File: src/rtl/aes_round_sched.sv
// -----------------------------------------------------------------------------
// aes_round_sched
//
// Round scheduler for the shared iterative AES round datapath. Arbitrates
// between two requesters, loads the granted requester's state/key into the
// datapath, issues NR round steps with round index and Rcon, and hands
// completion back over a valid/ready response handshake.
//
// Build option:
//   AES_ROUND_SCHED_RR_EN  defined   -> round-robin between simultaneous
//                                       requests (last-grant pointer used)
//                          undefined -> fixed priority, requester 0 wins
//
// Parameters:
//   NR            rounds per block, 1..14
//
// Ports:
//   clk_i         rising-edge clock
//   rst_i         asynchronous active-high reset
//   req_valid_i   [1:0] per-requester job request (held until accepted)
//   req_ready_o   [1:0] one-hot accept, only in LOAD
//   rsp_valid_o   [1:0] one-hot completion, only in RESP
//   rsp_ready_i   [1:0] per-requester completion accept
//   dp_sel_o      datapath input mux select (granted requester)
//   dp_load_o     datapath load pulse (plaintext/key + initial AddRoundKey)
//   dp_step_o     datapath start-one-round pulse
//   dp_last_o     final round flag (no MixColumns)
//   dp_round_o    [3:0] current round index 1..NR, else 0
//   dp_rcon_o     [7:0] key-schedule round constant, else 0
//   dp_done_i     datapath round complete, only looked at in WAIT
//
// state  | meaning
// -------+-------------------------------------------------------------
// IDLE   | no job; pick a requester when any req_valid is high
// LOAD   | accept cycle; datapath captures inputs if the request is held
// STEP   | one-cycle round start pulse
// WAIT   | round in flight, waiting for dp_done
// RESP   | completion offered to the granted requester
// -----------------------------------------------------------------------------
module aes_round_sched #(
    parameter int unsigned NR = 10
) (
    input  logic       clk_i,
    input  logic       rst_i,
    input  logic [1:0] req_valid_i,
    output logic [1:0] req_ready_o,
    output logic [1:0] rsp_valid_o,
    input  logic [1:0] rsp_ready_i,
    output logic       dp_sel_o,
    output logic       dp_load_o,
    output logic       dp_step_o,
    output logic       dp_last_o,
    output logic [3:0] dp_round_o,
    output logic [7:0] dp_rcon_o,
    input  logic       dp_done_i
);

    typedef enum logic [2:0] {
        S_IDLE,
        S_LOAD,
        S_STEP,
        S_WAIT,
        S_RESP
    } state_t;

    localparam logic [3:0] NR_L = 4'(NR);

    // GF(2^8) doubling used to advance Rcon between rounds
    function automatic logic [7:0] xtime(input logic [7:0] v);
        return {v[6:0], 1'b0} ^ (v[7] ? 8'h1B : 8'h00);
    endfunction

    state_t     state_q, state_d;
    logic       grant_q, grant_d;
    logic [3:0] round_q, round_d;
    logic [7:0] rcon_q,  rcon_d;
`ifdef AES_ROUND_SCHED_RR_EN
    logic       last_q,  last_d;
`endif

    logic [1:0] req_ready_q;
    logic [1:0] rsp_valid_q;
    logic       dp_sel_q;
    logic       dp_step_q;
    logic       dp_last_q;
    logic [3:0] dp_round_q;
    logic [7:0] dp_rcon_q;

    logic       in_round_d;

    // -------------------------------------------------------------------------
    // Next-state logic
    // -------------------------------------------------------------------------
    always_comb begin
        state_d = state_q;
        grant_d = grant_q;
        round_d = round_q;
        rcon_d  = rcon_q;
`ifdef AES_ROUND_SCHED_RR_EN
        last_d  = last_q;
`endif
        case (state_q)
            S_IDLE: begin
                if (req_valid_i != 2'b00) begin
`ifdef AES_ROUND_SCHED_RR_EN
                    // On a tie, serve whoever was not served last.
                    if (req_valid_i == 2'b11) begin
                        grant_d = ~last_q;
                    end else begin
                        grant_d = req_valid_i[1];
                    end
`else
                    grant_d = ~req_valid_i[0];
`endif
                    state_d = S_LOAD;
                end
            end
            S_LOAD: begin
                if (req_valid_i[grant_q]) begin
                    round_d = 4'd1;
                    rcon_d  = 8'h01;
                    state_d = S_STEP;
                end else begin
                    // Requester withdrew before the load took effect.
                    state_d = S_IDLE;
                end
            end
            S_STEP: begin
                state_d = S_WAIT;
            end
            S_WAIT: begin
                if (dp_done_i) begin
                    if (round_q == NR_L) begin
                        state_d = S_RESP;
                    end else begin
                        round_d = round_q + 4'd1;
                        rcon_d  = xtime(rcon_q);
                        state_d = S_STEP;
                    end
                end
            end
            S_RESP: begin
                if (rsp_ready_i[grant_q]) begin
`ifdef AES_ROUND_SCHED_RR_EN
                    last_d = grant_q;
`endif
                    state_d = S_IDLE;
                end
            end
            default: begin
                state_d = S_IDLE;
            end
        endcase
    end

    assign in_round_d = (state_d == S_STEP) || (state_d == S_WAIT);

    // -------------------------------------------------------------------------
    // State and registered outputs. Outputs are decoded from the next state
    // so they line up with the state register without a combinational path.
    // -------------------------------------------------------------------------
    always_ff @(posedge clk_i or posedge rst_i) begin
        if (rst_i) begin
            state_q     <= S_IDLE;
            grant_q     <= 1'b0;
            round_q     <= 4'd0;
            rcon_q      <= 8'h00;
`ifdef AES_ROUND_SCHED_RR_EN
            last_q      <= 1'b1;
`endif
            req_ready_q <= 2'b00;
            rsp_valid_q <= 2'b00;
            dp_sel_q    <= 1'b0;
            dp_step_q   <= 1'b0;
            dp_last_q   <= 1'b0;
            dp_round_q  <= 4'd0;
            dp_rcon_q   <= 8'h00;
        end else begin
            state_q     <= state_d;
            grant_q     <= grant_d;
            round_q     <= round_d;
            rcon_q      <= rcon_d;
`ifdef AES_ROUND_SCHED_RR_EN
            last_q      <= last_d;
`endif
            req_ready_q <= (state_d == S_LOAD) ? (grant_d ? 2'b10 : 2'b01) : 2'b00;
            rsp_valid_q <= (state_d == S_RESP) ? (grant_d ? 2'b10 : 2'b01) : 2'b00;
            dp_sel_q    <= (state_d != S_IDLE) ? grant_d : 1'b0;
            dp_step_q   <= (state_d == S_STEP);
            dp_last_q   <= in_round_d && (round_d == NR_L);
            dp_round_q  <= in_round_d ? round_d : 4'd0;
            dp_rcon_q   <= in_round_d ? rcon_d : 8'h00;
        end
    end

    assign req_ready_o = req_ready_q;
    assign rsp_valid_o = rsp_valid_q;
    assign dp_sel_o    = dp_sel_q;
    assign dp_step_o   = dp_step_q;
    assign dp_last_o   = dp_last_q;
    assign dp_round_o  = dp_round_q;
    assign dp_rcon_o   = dp_rcon_q;

    // Load only fires while the granted request is still asserted in LOAD.
    assign dp_load_o   = |(req_ready_q & req_valid_i);

endmodule

File: config.mk
export PLATFORM = sky130hd
export DESIGN_NAME = aes_round_sched
export DESIGN_NICKNAME = d
export VERILOG_FILES = /design/src/rtl/aes_round_sched.sv
export SDC_FILE = /design/constraint.sdc
export NUM_CORES = 1
export LEC_CHECK = 0
export CAP_MARGIN = 20
export CORE_ASPECT_RATIO = 1.1
export CORE_MARGIN = 2
export CORE_UTILIZATION = 51
export CTS_CLUSTER_DIAMETER = 60
export CTS_CLUSTER_SIZE = 10
export DETAILED_ROUTE_END_ITERATION = 10
export GPL_ROUTABILITY_DRIVEN = 0
export GPL_TIMING_DRIVEN = 0
export HOLD_SLACK_MARGIN = 0.08
export PLACE_DENSITY = 0.81
export SLEW_MARGIN = 20
export SYNTH_ARGS = -nofsm -noshare
export SYNTH_HDL_FRONTEND = slang
export SYNTH_SLANG_ARGS = --single-unit
File: constraint.sdc
create_clock -name clk_i -period 3.4 [get_ports clk_i]
set_input_delay 0.34 -clock clk_i [delete_from_list [all_inputs] [get_ports clk_i]]
set_output_delay 0.34 -clock clk_i [all_outputs]
set_load 0.05 [all_outputs]
-- Yosys cells after proc, flatten, opt, wreduce, memory -nomap -nowiden
Cells that the tools add are included.
- register bits after elaboration: 35
- logic and storage cells: 59
- input port bits: 7
- output and inout bits: 20
- reductions and logical operators: 6
- bitwise logic cells: 3
- equal/unequal tests: 10
- $add $sub $neg: 1
- mux-type cells: 27
- order comparisons: 1
- operators by type and width (operator ; count):
    2-to-1 mux 8 bit ; 4
    2-to-1 mux 4 bit ; 4
    case mux 8 bit (2 select lines) ; 1
    case mux 3 bit (5 select lines) ; 1
    equality test 3 x 2 -> 1 bit, second input constant ; 4
    2-to-1 mux 3 bit ; 4
    equality test 4 bit, second input constant ; 2
    2-to-1 mux 2 bit ; 4
    case mux 4 bit (2 select lines) ; 1
    bitwise XOR 8 x 5 -> 8 bit ; 1
    2-to-1 mux 1 bit ; 7
    equality test 3 x 1 -> 1 bit, second input constant ; 2
    equality test 3 bit, second input constant ; 2
    2-to-1 mux 5 bit ; 1
    adder 4 x 1 -> 4 bit, second input constant ; 1
    zero test 3 bit ; 1
    nonzero test 3 bit ; 1
    bitwise AND 2 bit ; 1
    less-than comparator 1 x 2 -> 1 bit, second input constant ; 1
    nonzero test 2 bit ; 1
    OR reduction 2 bit ; 1
    logical AND 1 bit ; 1
    logical OR 1 bit ; 1
    NOT 1 bit ; 1

-- Longest topological paths before layout
Gate-level depths: netlist (run 1).
- depth after elaboration: 7
- depth in mapped cells: 6
- mapped depth without buffers: 6

-- Worst setup path before layout (run 1)
Ideal clock, no wire load.
- path kind: flip-flop to flip-flop
- from: reg round_q[0]
- to: reg dp_last_q, in the netlist dp_last_o
- required time: 3.304 ns
- stages on the path, launching flop included: 7
- setup time: 0.096 ns
- data arrival time: 1.486 ns
- path slack: 1.819 ns
- path through: dfrtp_1 > inv_1 > ha_1 > and4b_4 > a211oi_4 > o32ai_1 > nor4_2
- cells in the longest elaborated chain, start to end: 7
- elaborated cells between the ends (all ways): 14
- classes of those cells: add/sub (1); eq/ne (4); mux (7); reduce/logical (2)
- RTL lines (item ; RTL line ; text):
    start: declaration ; 75 ; logic [3:0] round_q, round_d;
    start signal: assignment ; 181 ; round_q <= round_d;
    branches (longest 6 deep; another with adder 4 x 1 -> 4 bit) ; n/a ;
    logical AND 1 bit (*) ; 190 ; dp_last_q <= in_round_d && (round_d == NR_L);
    end signal: assignment ; 190 ;
    end: declaration ; 85 ; logic dp_last_q;
Every way passes the cells marked *.

-- Worst setup path in the final report (run 1)
- from: in req_valid_i[0]
- to: out dp_load_o
- cells in the longest elaborated chain, start to end: 2
- RTL lines (item ; RTL line ; text):
    start: declaration ; 45 ; input logic [1:0] req_valid_i,
    bitwise AND 2 bit ; 205 ; assign dp_load_o = |(req_ready_q & req_valid_i);
    OR reduction 2 bit ; 205 ;
    end: declaration ; 50 ; output logic dp_load_o,
Every way passes these cells.

==> results of run 1 <==
-- worst max-delay path by stage --
stage                        start        end  slack, ns  cells after the start
floorplan               round_q[0]  dp_last_o       1.82                      6
global placement    req_valid_i[0]  dp_load_o       1.24                      3
detailed placement  req_valid_i[0]  dp_load_o       1.21                      3
CTS                 req_valid_i[0]  dp_load_o       1.20                      3
global route        req_valid_i[0]  dp_load_o       1.17                      3
finish              req_valid_i[0]  dp_load_o       1.20                      3
-- power by group through the flow --
| stage | Clock [mW] | Sequential [mW] | Combinational [mW] |
|---|---|---|---|
| final | 0.246 | 0.656 | 0.970 |
| after global routing | 0.268 | 0.673 | 1.05 |
| after floorplan | 0 | 0.892 | 0.473 |
| after global placement | 0 | 0.653 | 0.953 |
| after CTS | 0.254 | 0.656 | 0.975 |
| after detailed placement | 0 | 0.663 | 0.970 |
-- Yosys cell counts, types with 3 or more instances --
cell type  number  area share
a31oi_1         3       0.012
o21a_1          4       0.020
inv_1          11       0.027
nor3_1          3      0.0098
nand2_1         3      0.0074
o21ai_0         3      0.0098
nor2_1          6       0.015
nand3_1         3      0.0098
dfrtp_1        35        0.57
a22o_2          7       0.046
nor2b_2         3       0.017
xor2_1          3       0.017
-- cells by family after synthesis --
kind of cell | synth area share
xor gates and xnor gates | 0.0172
and+or+nand+nor | 0.164
DFF | 0.574
AOI/OAI and AO/OA | 0.165
adders and majority gates | 0.0164
muxes | 0.0205
buffers and inverters | 0.0427
-- area by class of cell --
cell class,instances,area (µm²),share of cell area
repair buffers,26,260,0.137
clock inverters,2,16.3,0.00859
inverters,11,41.3,0.0218
flip-flops and latches,35,876,0.462
multi-input cells,74,584,0.308
clock buffers,6,51.3,0.0271
plain buffers,3,23.8,0.0125
well taps,33,41.3,0.0218
-- layer usage --
layer  vias up  track usage  part of all wire
met1       494        0.230              0.45
li1        508            -                 -
met2        34        0.299              0.47
met4         0       0.0816             0.024
met5         -            0                 0
met3         8       0.0651             0.059
-- critical path: stages --
cell	delay (ns)
clkdlybuf4s50_1	0.54
a22o_1	0.17
clkdlybuf4s50_1	0.80
-- per-stage QoR --
stage / cell area (µm²) / util / std cells
global placement: 1830 / 0.652 / 182
floorplan: 1530 / - / 123
finish: 1890 / 0.676 / 190
detailed placement: 1830 / 0.652 / 182
global route: 1890 / 0.676 / 190
CTS: 1890 / 0.676 / 190
-- flip-flops by register name, indices dropped and copies added (netlist names) --
| name | flops |
|---|---|
| dp_step_o | 1 |
| round_q | 4 |
| dp_round_o | 4 |
| dp_rcon_o | 8 |
| state_q | 3 |
| rcon_q | 8 |
| req_ready_o | 2 |
| dp_sel_o | 1 |
| grant_q | 1 |
| rsp_valid_o | 2 |
| dp_last_o | 1 |
==> key figures, run 1 <==
Outcome
  • Status: finished, final reports clean

Timing
  • # setup viols final: 0
  • Setup TNS: 0 ns
  • Final Hold Fails: 0
  • RSZ-0062 raised after global routing: no
  • Slew Limit Headroom: 0.542
  • Hold slack: 0.406 ns
  • Max Freq: 455 MHz
  • Clock Skew: 0.0141 ns
  • Setup ws final: 1.20 ns
  • Crit path time final: 2.20 ns
  • Final worst path period share: 0.646
  • Final Max Slew Viols: 0
  • Worst slew pin tran: 0.687 ns

Critical path
  • RR Endpoint: dp_last_o
  • Worst EP required: 3.06 ns
  • Launch point of the worst reg-to-reg path: round_q[0]
  • Flop2flop setup slack: 1.60 ns
  • Setup crit start kind: primary input
  • Worst EP arrival: 1.86 ns
  • Reg2reg path depth: 6
  • Crit Path Category: primary input to output port
  • Crit path max fanout: 5
  • CP Capture Type: output port

CTS
  • CTS tree: built
  • TritonCTS Buffers: 5
  • Worst-Skew Late Latency: 0.35 ns
  • Setup bufs post-CTS: 0
  • CTS sink cnt: 35
  • Clock Pin Slew Worst Setup and Hold Paths: 0.12 ns
  • Hold Buf Count CTS: 0
  • Post-CTS Resized: 0
  • H-tree levels: 2
  • Root buffer cell: clkbuf_4
  • CTS max path bufs: 2

GRT
  • First-pass GRT wire length: 4700 µm
  • Initial antenna violation count: 0
  • Vias in the first global route: 998
  • All-layer global routing usage: 0.185
  • Largest net degree at the start of global routing: 36
  • Global route total overflow: 0

Route
  • Via Count: 1044
  • Wire per inst: 15.0 µm
  • Initial drt markers: 27
  • Post-DRT Antenna Nets: 0
  • Drt first pass iters: 4
  • DRC Markers: 0
  • Via density: 5.49
  • Routed wire length: 2850 µm

Synthesis
  • Post-Syn Nets: 132
  • Mapped Cells: 123
  • Yosys cell types: 44
  • Share of async-settable or async-resettable flops after synthesis: 1.00
  • Avg Inst Size Synth: 12.4 µm²
  • Number of flops mapped to enable cells by yosys: 0
  • Ys flop type: dfrtp_1
  • Post-synthesis sequential area ratio: 0.574
  • FF+latch count, synth: 35
  • Yosys Warn Count: 0
  • Post-synthesis cell area: 0.00153 mm²

Cells and area
  • Commonest non-fill, non-tap cells in the layout: 35 x dfrtp_1, 26 x clkdlybuf4s50_1, 10 x inv_1
  • # nets final: 165
  • Area Overhead vs Synth: 24.2%
  • Fillers: 223
  • N_diodes: 0
  • Fraction of layout cells with a size suffix above 1: 0.204
  • Most common cell after layout, fill and taps aside: dfrtp_1

Pwr
  • Flop pwr share: 0.350
  • VDD IR-drop max: 0.617 mV
  • Pwr dens: 988 mW/mm²
  • Int Power: 1.03 mW
  • Tot Pwr: 1.87 mW
  • Leak Pwr: 0.886 nW
  • Switch Pwr: 839 µW
  • Net Sw Frac: 0.448
  • Comb pwr share: 0.518
  • Clk pwr share: 0.131

Die
  • Initial core utilization: 0.544
  • I/O pin count: 27
  • Die Ht: 61.4 µm
  • DIE AREA: 0.00344 mm²
  • Core box area: 0.00280 mm²
  • Die Wd: 56.1 µm
  • Num rows: 20

Placed design
  • DP HPWL: 1990 µm
  • Setup WS pre-CTS: 1.21 ns
  • PortBufs: 26

Flow run
  • Max-cap violations: 0

Min path
  • Min-delay worst type: primary input to async pin
(Power assumes the default switching activity.)
==> inputs of run 2 (changes only) <==
--- a/config.mk
+++ b/config.mk
@@ -8,14 +8,14 @@
 export CAP_MARGIN = 20
 export CORE_ASPECT_RATIO = 1.1
 export CORE_MARGIN = 2
-export CORE_UTILIZATION = 51
+export CORE_UTILIZATION = 46
 export CTS_CLUSTER_DIAMETER = 60
 export CTS_CLUSTER_SIZE = 10
 export DETAILED_ROUTE_END_ITERATION = 10
 export GPL_ROUTABILITY_DRIVEN = 0
 export GPL_TIMING_DRIVEN = 0
 export HOLD_SLACK_MARGIN = 0.08
-export PLACE_DENSITY = 0.81
+export PLACE_DENSITY = 0.77
 export SLEW_MARGIN = 20
 export SYNTH_ARGS = -nofsm -noshare
 export SYNTH_HDL_FRONTEND = slang
==> constraint.sdc (replaced) <==
create_clock -name clk_i -period 1.8 [get_ports clk_i]
set_input_delay 0.18 -clock clk_i [delete_from_list [all_inputs] [get_ports clk_i]]
set_output_delay 0.18 -clock clk_i [all_outputs]
set_load 0.05 [all_outputs]
==> run 2 against run 1 <==
  * First-iteration DRC count fell by 19%
  * Sequential power grew 87%
  * Worst hold slack lost 0.13 ns
  * The flow now finishes with violations (design-rule violations)
  * Clock-buffer cell count did not move
  * Clock skew fell by 0.0065 ns
  * Sequential cell count is the same
  * Utilization decreased by 6.5 points
  * Die area is 10% higher
  * Non-clock buffer count is 1 higher
  * Critical endpoint is now dp_last_o
==> key figures, run 2 (synthesized netlist as in run 1, its figures left out) <==
Outcome
  • Status: finished with violations
  • Failing checks: design-rule violations

Timing
  • Crit path time final: 1.70 ns
  • Final Hold Fails: 0
  • Max Freq: 587 MHz
  • Final Max Slew Viols: 0
  • Setup TNS: 0 ns
  • RSZ-0062 raised after global routing: no
  • Slew Limit Headroom: 0.529
  • Setup ws final: 0.0965 ns
  • Clock Skew: 0.00765 ns
  • Worst slew pin tran: 0.706 ns
  • Final worst path period share: 0.946
  • # setup viols final: 0

Die
  • Die Ht: 64.4 µm
  • Num rows: 21
  • DIE AREA: 0.00379 mm²
  • I/O pin count: 27
  • Core box area: 0.00310 mm²
  • Die Wd: 58.9 µm
  • Initial core utilization: 0.492

Route
  • Wire per inst: 14.8 µm
  • Via density: 5.76
  • Routed wire length: 2830 µm
  • DRC Markers: 2
  • Drt first pass iters: 7
  • Via Count: 1100
  • Initial drt markers: 22
  • Post-DRT Antenna Nets: 0

GRT
  • Initial antenna violation count: 0
  • All-layer global routing usage: 0.181
  • First-pass GRT wire length: 5070 µm
  • Largest net degree at the start of global routing: 36
  • Vias in the first global route: 1153
  • Global route total overflow: 0

Cells and area
  • Fillers: 270
  • Storage element area: 876 µm²
  • # nets final: 166
  • Design area: 0.00190 mm²
  • Most common cell after layout, fill and taps aside: dfrtp_1
  • Area Overhead vs Synth: 24.3%
  • Fraction of layout cells with a size suffix above 1: 0.204
  • Final Core Density: 0.611
  • Layout Cells excl Fill: 191
  • Area of the multi-input gates: 589 µm²
  • Commonest non-fill, non-tap cells in the layout: 35 x dfrtp_1, 25 x clkdlybuf4s50_1, 10 x inv_1
  • N_diodes: 0

Pwr
  • VDD IR-drop max: 0.725 mV
  • Pwr dens: 1860 mW/mm²
  • Leak Pwr: 0.895 nW

CTS
  • Clock Pin Slew Worst Setup and Hold Paths: 0.09 ns
  • CTS max path bufs: 2
  • TritonCTS Buffers: 5
  • CTS sink cnt: 35
  • Root buffer cell: clkbuf_4
  • H-tree levels: 2
  • CTS tree: built
  • Worst-Skew Late Latency: 0.34 ns

Critical path
  • Worst EP arrival: 1.95 ns
  • Slowest stage delay, CP: 0.41 ns
  • Setup crit start kind: flip-flop
  • Reg2reg path depth: 6
  • CP Capture Type: flip-flop
  • Launch point of the worst reg-to-reg path: round_q[0]
  • CP delay by family, top: compound AO/OA/AOI/OAI gates
  • Critical-path cell list: inv_1 -> ha_1 -> and4b_4 -> a211oi_4 -> o32ai_1 -> nor4_2
  • Crit Path Category: flip-flop to flip-flop
  • Flop2flop setup slack: 0.1 ns
  • Worst EP required: 2.05 ns
  • Critical path buffers and inverters: 1
  • RR Endpoint: dp_last_o
  • Crit path max fanout: 4
  • Slowest CP cell: dfrtp_1

Placed design
  • DP HPWL: 1990 µm
  • Setup WS pre-CTS: -0.0901 ns
  • PortBufs: 26
  • DP Area: 0.00183 mm²
  • Placed cell count: 183

Min path
  • Min-delay worst type: primary input to async pin

Flow run
  • Max-cap violations: 0
## run 2: worst max-delay path by stage
| stage | start | endpoint | slack, ns | cells past startpoint |
|---|---|---|---|---|
| after floorplan | round_q[0] | dp_last_o | 0.22 | 6 |
| after global placement | req_valid_i[1] | dp_sel_o | -0.06 | 6 |
| after detailed placement | req_valid_i[1] | dp_sel_o | -0.09 | 6 |
| after CTS | round_q[0] | dp_last_o | 0.004 | 6 |
| after global routing | round_q[0] | dp_last_o | 0.0008 | 6 |
| final | round_q[0] | dp_last_o | 0.1 | 6 |
## run 2: worst register-to-register path: stages (launching register included)
cell      delay [ns]
dfrtp_1         0.41
inv_1           0.08
ha_1            0.23
and4b_4         0.23
a211oi_4        0.31
o32ai_1         0.20
nor4_2          0.16
## run 2: timing repair
item / in CTS / in global routing
buffers inserted: 0 / 1
hold buffers: 0 / 0
gates resized for setup: 1 / 2
setup endpoints to repair: 2 / 5
pin swaps: 1 / 1
## run 2: stage by stage
| step | power [mW] | hold slack, ns |
|---|---|---|
| floorplan | 2.58 | 0.245 |
| global placement | 3.04 | 0.510 |
| detailed placement | 3.09 | 0.512 |
| CTS | 3.51 | 0.291 |
| global route | 3.75 | 0.340 |
| finish | 3.52 | 0.275 |
## run 2: where the power goes
part           switching [mW]  internal (mW)
clock network           0.239          0.181
logic                    1.16          0.712
registers               0.166           1.07
total                    1.56           1.96
## run 2: area by class of cell
cell class                 instances  area share
buffer                             3      0.0125
tap                               34      0.0224
timing repair buffer              27       0.141
clock buffer                       6      0.0271
sequential                        35       0.462
multi-input combinational         74       0.311
clock inverter                     1     0.00264
inverter                          11      0.0218
## run 2: layer usage
metal,track usage,wire [µm],vias to the layer above
met5,0,0,-
met1,0.198,1160,547
met3,0.0506,153,10
li1,-,-,506
met4,0.119,95,0
met2,0.299,1420,37
==> inputs of run 3 (changes only) <==
--- a/config.mk
+++ b/config.mk
@@ -12,7 +12,6 @@
 export CTS_CLUSTER_DIAMETER = 60
 export CTS_CLUSTER_SIZE = 10
 export DETAILED_ROUTE_END_ITERATION = 10
-export GPL_ROUTABILITY_DRIVEN = 0
 export GPL_TIMING_DRIVEN = 0
 export HOLD_SLACK_MARGIN = 0.08
 export PLACE_DENSITY = 0.77
==> results of run 3 <==
No change in the layout: final DEF, timing and power equal those of run 2.
